`config.mk`:
```
export PLATFORM = sky130hd
export DESIGN_NAME = writeback_sequencer
export DESIGN_NICKNAME = d
export VERILOG_FILES = /design/src/rtl/mips_cpu_pkg.sv /design/src/rtl/wb_fifo.sv /design/src/rtl/writeback_sequencer.sv
export SDC_FILE = /design/constraint.sdc
export NUM_CORES = 1
export LEC_CHECK = 0
export CORE_ASPECT_RATIO = 0.8
export CORE_MARGIN = 5
export CORE_UTILIZATION = 52
export DETAILED_ROUTE_END_ITERATION = 6
export PLACE_DENSITY_LB_ADDON = 0.12
export SETUP_SLACK_MARGIN = 0.4
export SLEW_MARGIN = 10
export SYNTH_ARGS = -nofsm -noshare
export SYNTH_HDL_FRONTEND = slang
export SYNTH_HIERARCHICAL = 1
export SYNTH_SLANG_ARGS = --single-unit
```
`constraint.sdc`:
```
create_clock -name clk -period 3.65 [get_ports clk]
set_input_delay 1.095 -clock clk [delete_from_list [all_inputs] [get_ports clk]]
set_output_delay 1.095 -clock clk [all_outputs]
set_load 0.05 [all_outputs]
```
`src/rtl/mips_cpu_pkg.sv`:
```
// Shared types and sizes for the writeback path.
//   REG_IDX_W  : architectural register index width
//   DATA_W     : register data width
//   NUM_REGS   : number of architectural registers
//   wb_entry_t : one pending register-file write {destination, data}
package mips_cpu_pkg;

  localparam int unsigned REG_IDX_W = 5;
  localparam int unsigned DATA_W    = 32;
  localparam int unsigned NUM_REGS  = 32;

  typedef struct packed {
    logic [REG_IDX_W-1:0] rd;
    logic [DATA_W-1:0]    data;
  } wb_entry_t;

endpackage

```
`src/rtl/wb_fifo.sv`:
```
// Synchronous FIFO of writeback entries, first-word fall-through on rdata_o.
// Ports:
//   clk_i, rst_ni : clock, synchronous active-low reset
//   push_i/wdata_i: enqueue request (dropped when full)
//   pop_i/rdata_o : dequeue request (dropped when empty) / head entry
//   full_o, empty_o, count_o : occupancy, all from registered state
module wb_fifo
  import mips_cpu_pkg::*;
#(
  parameter int unsigned Depth = 2
) (
  input  logic                     clk_i,
  input  logic                     rst_ni,
  input  logic                     push_i,
  input  wb_entry_t                wdata_i,
  input  logic                     pop_i,
  output wb_entry_t                rdata_o,
  output logic                     full_o,
  output logic                     empty_o,
  output logic [$clog2(Depth):0]   count_o
);

  localparam int unsigned PtrW = $clog2(Depth);

  wb_entry_t         mem_q [Depth];
  logic [PtrW-1:0]   wptr_q, rptr_q;
  logic [PtrW:0]     count_q, count_d;
  logic              push_ok, pop_ok;

  assign full_o  = (count_q == (PtrW+1)'(Depth));
  assign empty_o = (count_q == '0);
  assign count_o = count_q;
  assign rdata_o = mem_q[rptr_q];

  assign push_ok = push_i & ~full_o;
  assign pop_ok  = pop_i & ~empty_o;

  always_comb begin
    count_d = count_q;
    unique case ({push_ok, pop_ok})
      2'b10:   count_d = count_q + 1'b1;
      2'b01:   count_d = count_q - 1'b1;
      default: count_d = count_q;
    endcase
  end

  // Pointers wrap naturally because Depth is a power of two.
  always_ff @(posedge clk_i) begin
    if (!rst_ni) begin
      wptr_q  <= '0;
      rptr_q  <= '0;
      count_q <= '0;
    end else begin
      if (push_ok) wptr_q <= wptr_q + 1'b1;
      if (pop_ok)  rptr_q <= rptr_q + 1'b1;
      count_q <= count_d;
    end
  end

  always_ff @(posedge clk_i) begin
    if (push_ok) mem_q[wptr_q] <= wdata_i;
  end

endmodule

```
`src/rtl/writeback_sequencer.sv`:
```
// Merges the ALU result channel (ch0, always accepted, highest priority) and the
// load/mult channel (ch1, buffered in a FIFO) into a single registered
// register-file write port, and tracks outstanding destinations for hazard checks.
// Ports:
//   clk, reset (sync, active-low)
//   ch0_valid/ch0_reg/ch0_data            : ALU results
//   ch1_valid/ch1_ready/ch1_reg/ch1_data  : load/mult results, valid/ready
//   reserve_valid/reserve_reg             : issue-time destination reservation
//   check_index1/2 -> busy1/2             : hazard query
//   write_enable/write_reg/write_data     : register-file write drive
//   idle                                  : nothing buffered, in flight or pending
module writeback_sequencer
  import mips_cpu_pkg::*;
#(
  parameter int unsigned FIFO_DEPTH = 2
) (
  input  logic                 clk,
  input  logic                 reset,
  input  logic                 ch0_valid,
  input  logic [REG_IDX_W-1:0] ch0_reg,
  input  logic [DATA_W-1:0]    ch0_data,
  input  logic                 ch1_valid,
  output logic                 ch1_ready,
  input  logic [REG_IDX_W-1:0] ch1_reg,
  input  logic [DATA_W-1:0]    ch1_data,
  input  logic                 reserve_valid,
  input  logic [REG_IDX_W-1:0] reserve_reg,
  input  logic [REG_IDX_W-1:0] check_index1,
  input  logic [REG_IDX_W-1:0] check_index2,
  output logic                 busy1,
  output logic                 busy2,
  output logic                 write_enable,
  output logic [REG_IDX_W-1:0] write_reg,
  output logic [DATA_W-1:0]    write_data,
  output logic                 idle
);

  localparam int unsigned CntW = $clog2(FIFO_DEPTH) + 1;

  wb_entry_t            fifo_head, fifo_wdata, sel_entry;
  logic                 fifo_push, fifo_pop, fifo_full, fifo_empty;
  logic [CntW-1:0]      fifo_count;
  logic                 sel_valid;

  logic                 we_q, we_d;
  logic [REG_IDX_W-1:0] wreg_q, wreg_d;
  logic [DATA_W-1:0]    wdata_q, wdata_d;
  logic [NUM_REGS-1:0]  pending_q, pending_d;

  assign ch1_ready       = ~fifo_full;
  assign fifo_push       = reset & ch1_valid & ch1_ready;
  assign fifo_wdata.rd   = ch1_reg;
  assign fifo_wdata.data = ch1_data;

  wb_fifo #(
    .Depth (FIFO_DEPTH)
  ) u_fifo (
    .clk_i   (clk),
    .rst_ni  (reset),
    .push_i  (fifo_push),
    .wdata_i (fifo_wdata),
    .pop_i   (fifo_pop),
    .rdata_o (fifo_head),
    .full_o  (fifo_full),
    .empty_o (fifo_empty),
    .count_o (fifo_count)
  );

  // Source select: ch0 wins; the FIFO head only drains on ch0-idle cycles.
  always_comb begin
    sel_valid = 1'b0;
    fifo_pop  = 1'b0;
    sel_entry = fifo_head;
    if (ch0_valid) begin
      sel_valid      = 1'b1;
      sel_entry.rd   = ch0_reg;
      sel_entry.data = ch0_data;
    end else if (!fifo_empty) begin
      sel_valid = 1'b1;
      fifo_pop  = 1'b1;
    end
  end

  always_comb begin
    we_d      = sel_valid & (sel_entry.rd != '0);
    wreg_d    = wreg_q;
    wdata_d   = wdata_q;
    pending_d = pending_q;
    if (sel_valid) begin
      wreg_d  = sel_entry.rd;
      wdata_d = sel_entry.data;
      pending_d[sel_entry.rd] = 1'b0;
    end
    // Reservation applied after the clear so a same-cycle reserve wins.
    if (reserve_valid && reserve_reg != '0) pending_d[reserve_reg] = 1'b1;
    pending_d[0] = 1'b0;
  end

  always_ff @(posedge clk) begin
    if (!reset) begin
      we_q      <= 1'b0;
      wreg_q    <= '0;
      wdata_q   <= '0;
      pending_q <= '0;
    end else begin
      we_q      <= we_d;
      wreg_q    <= wreg_d;
      wdata_q   <= wdata_d;
      pending_q <= pending_d;
    end
  end

  assign write_enable = we_q;
  assign write_reg    = wreg_q;
  assign write_data   = wdata_q;

  // A write sitting in the output stage still counts as busy until it retires.
  assign busy1 = (check_index1 != '0) &&
                 (pending_q[check_index1] || (we_q && wreg_q == check_index1));
  assign busy2 = (check_index2 != '0) &&
                 (pending_q[check_index2] || (we_q && wreg_q == check_index2));

  assign idle = (fifo_count == '0) && !we_q && (pending_q == '0);

endmodule

```
==> summary.txt, run 1 <==
Timing
  • Setup TNS: 0 ns
  • Minimum clock period: about 3.6 ns
  • Crit path setup slack, layout: 0.00356 ns
  • RSZ-0062 raised after global routing: yes
  • Fmax: approximately 0.27 GHz
  • Final setup vio count: 0
  • Worst Skew: approximately 0.0068 ns
  • Final Hold Fails: 0
  • Worst Tran Pin Value: 0.851 ns
  • Slew Limit Fails: 0
  • Fin crit share: roughly 100%
  • Slew HR: 43.0%

Critical path
  • Delay-heaviest family, CP: multiplexers
  • R2r endpoint: pending_q[3]$_SDFF_PN0_
  • Crit-path max cell delay: roughly 0.52 ns
  • Worst r2r path cells: 5
  • CP startpoint: check_index1[1]
  • Reg-to-reg slack, setup: ~1.1 ns
  • CP cell instances: buf_2 > mux4_2 > mux2_2 > nor4b_4 > a211oi_4 > buf_6
  • CP Capture Point: busy1
  • Instance count on the critical path: 6
  • Crit Path Max Fanout: 4
  • Worst setup SP type: input pin
  • Kind of critical path: input pin to output port
  • Req. time, crit path: 2.55 ns
  • Crit-path slowest cell: mux4_2
  • Arrival @ worst endpoint: roughly 2.6 ns
  • CP endpoint kind: output port
  • CP Buf/Inv Count: 2

Synth
  • Ys Warns: 6
  • Post-synth EDFFs: 74
  • Primary FF master, synth: edfxtp_1
  • Mapped Area: 6860 sq um
  • Net count after synthesis: roughly 690
  • Largest area contributor in the netlist: edfxtp_1
  • Top post-synthesis cells by area: edfxtp_1 32%, dfxtp_1 22%, mux2_2 6.9%
  • Syn Inst Count: between 500 and 600
  • Top-count cell post-synth: nand2_1
  • Syn_area_per_cell: around 11 sq um
  • FFs w/ async S/R, synth: 0%
  • FF+latch count, synth: ~150
  • Synth top area share: about a third
  • Post-synthesis sequential area ratio: between 50 and 60%
  • Synth top cells by count: 83 x nand2_1, 74 x dfxtp_1, 74 x edfxtp_1, 67 x o21ai_0, 42 x mux2_2
  • Synth cell types: 49

Cells and area
  • Reg with most FFs: u_fifo/mem_q
  • Synth-to-layout area growth: 33.9%
  • Antenna diodes: 0
  • Proportion of layout cells with a drive suffix above 1: between 10% and 20%
  • Footprint of the multi-input gates: around 3000 sq um
  • Reg area: 3700 sq um
  • Fill cells: between 900 and 1000
  • Final nets: between 800 and 900
  • Max reg flops: between 70 and 80

Place
  • Placer's final routability congestion estimate: slightly below 1
  • Post-place setup slack: -0.557 ns
  • Final HPWL DP: approximately 13 mm
  • Port Buffer Count: 135

Run status
  • Status: complete, no violations

Detailed routing
  • Pre-antenna DRT Iters: 5
  • Via density: around 5.6
  • Final ANT Viol Nets: 0
  • Initial drt markers: ~470
  • Final WL: approximately 18 mm
  • Vias: about 5300
  • Wire length per cell: about 19 microns
  • DRC violations left: 0

CTS
  • Total CTS buffers: 17
  • Clock tree buffer depth: 2
  • H-tree depth: 4
  • Clock transition at the registers of the reported paths: approximately 0.06 ns
  • Root Driver: clkbuf_16
  • CTS tree: built
  • CTS sink count: ~150
  • Clk Latency, worst-skew pair: approximately 0.42 ns

Global routing
  • GR Overflow Total: 0
  • Met3 usage: 8.58%
  • Global router's overall resource usage: 23.7%
  • Vias in the first global route: roughly 5400
  • Initial antenna violation count: 0
  • Largest net degree at the start of global routing: 75
  • Gr busiest metal: met2
  • Met2 Use GR: roughly a third
  • Met1 Use GR: 33.6%
  • First-pass GRT wire length: 29.0 mm

Floorplan
  • Die X: between 100 and 150 microns
  • Initial Util: ~53%
  • DIE HEIGHT: between 100 and 150 microns
  • Site Rows: 37
  • Core area: between 10000 and 15000 sq um
  • Io pins: 136
  • Die Area: ~16000 sq um

Job
  • Max_cap viols: 0

Worst hold path
  • Hold WC Path Type: register to register

Power
  • Psw: approximately 1.1 mW
  • Leak Pwr: 3.46 nW
  • P_int: 3.17 mW
  • Comb pwr share: 17.6%
  • Max VDD drop: ~0.45 mV
  • PwrDens: 466 nW/um^2
  • Clock Power Share: a little under two fifths
  • Reg power frac: 44.0%
  • Sw Ratio: about 26%
## cells in the final DEF, fill, tap and decap left out, drive strengths merged, types with 7 or more instances in the layout
cell type | netlist | layout
edfxtp | 74 | 74
nor2 | 13 | 13
clkdlybuf4s50 | 0 | 119
o21ai | 67 | 67
dfxtp | 74 | 74
buf | 22 | 41
nor4 | 12 | 12
nand2 | 83 | 83
inv | 7 | 8
xor2 | 8 | 8
clkinv | 0 | 7
a21boi | 33 | 33
clkbuf | 12 | 22
mux4 | 14 | 14
nand2b | 8 | 8
and2 | 36 | 36
mux2 | 42 | 42
mux2i | 39 | 39
## power by group through the flow
stage	Combinational, mW	Clock, mW	Sequential [mW]
global placement	0.725	0	1.91
detailed placement	0.740	0	1.92
CTS	0.757	1.67	1.88
floorplan	0.353	0	2.01
finish	0.755	1.64	1.88
global route	0.809	1.74	1.89
## worst min-delay path, cell delays in order, from the launching register on
cell and delay (ns):
dfxtp_1 0.31, o21ai_0 0.07, a21boi_1 0.06
## worst min path at each step
stage	depth (start not counted)	slack, ns	endpoint	from
finish	2	0.49	u_fifo/wptr_q$_SDFFE_PN0P_	u_fifo/wptr_q$_SDFFE_PN0P_
global route	2	0.55	pending_q[19]$_SDFF_PN0_	pending_q[19]$_SDFF_PN0_
CTS	2	0.49	u_fifo/wptr_q$_SDFFE_PN0P_	u_fifo/wptr_q$_SDFFE_PN0P_
detailed placement	2	0.48	u_fifo/wptr_q$_SDFFE_PN0P_	u_fifo/wptr_q$_SDFFE_PN0P_
global placement	2	0.47	u_fifo/wptr_q$_SDFFE_PN0P_	u_fifo/wptr_q$_SDFFE_PN0P_
floorplan	2	0.46	u_fifo/wptr_q$_SDFFE_PN0P_	u_fifo/wptr_q$_SDFFE_PN0P_
## repair_timing
| action | 4_1_cts | 5_1_grt |
|---|---|---|
| pin swaps | 12 | 8 |
| endpoints found under the setup margin | 3 | 4 |
| hold buffers | 0 | 0 |
| resized for setup | 55 | 10 |
| setup buffers | 6 | 0 |
## kinds of logic after synthesis
family,synth area share (%)
xor+xnor,1.66
fa+ha+maj,0.182
simple gates,13.2
mux,17.2
compound gates,10.9
buf+inv,2.85
flops,54.0
## final cells by class
cell class / count / area share, %
multi-input combinational: 410 / 33.2
sequential: 148 / 40.3
clock inverter: 12 / 1.25
tap: 175 / 2.38
inverter: 7 / 0.286
clock buffer: 20 / 4.76
timing repair buffer: 166 / 17.8
## per-layer routing
layer | vias to the layer above | wire [microns]
met5 | - | 0
met4 | 0 | 303
met3 | 29 | 1910
met2 | 233 | 7910
met1 | 2550 | 8050
li1 | 2484 | -
## metrics by stage
| step | instance area (sq um) | hold slack, ns | util, % | cells | total power, mW |
|---|---|---|---|---|---|
| 2_1_floorplan | 6960 | 0.457 | - | 599 | 2.36 |
| 3_3_place_gp | 8500 | 0.465 | 65.8 | 900 | 2.64 |
| 3_5_place_dp | 8500 | 0.482 | 65.8 | 900 | 2.66 |
| 4_1_cts | 9170 | 0.490 | 71.0 | 938 | 4.31 |
| 5_1_grt | 9180 | 0.554 | 71.1 | 938 | 4.44 |
| 6_report | 9180 | 0.489 | 71.1 | 938 | 4.28 |
(Power assumes the default switching activity.)
==> run 2: changes to the inputs <==
Settings changed: CTS_CLUSTER_SIZE from default to 24.
==> results of run 2 <==
No change in the layout: final DEF, timing and power equal those of run 1.
==> run 3: changes to the inputs <==
Settings changed: HOLD_SLACK_MARGIN from default to 0.03.
==> results of run 3 <==
No change in the layout: final DEF, timing and power equal those of run 1.
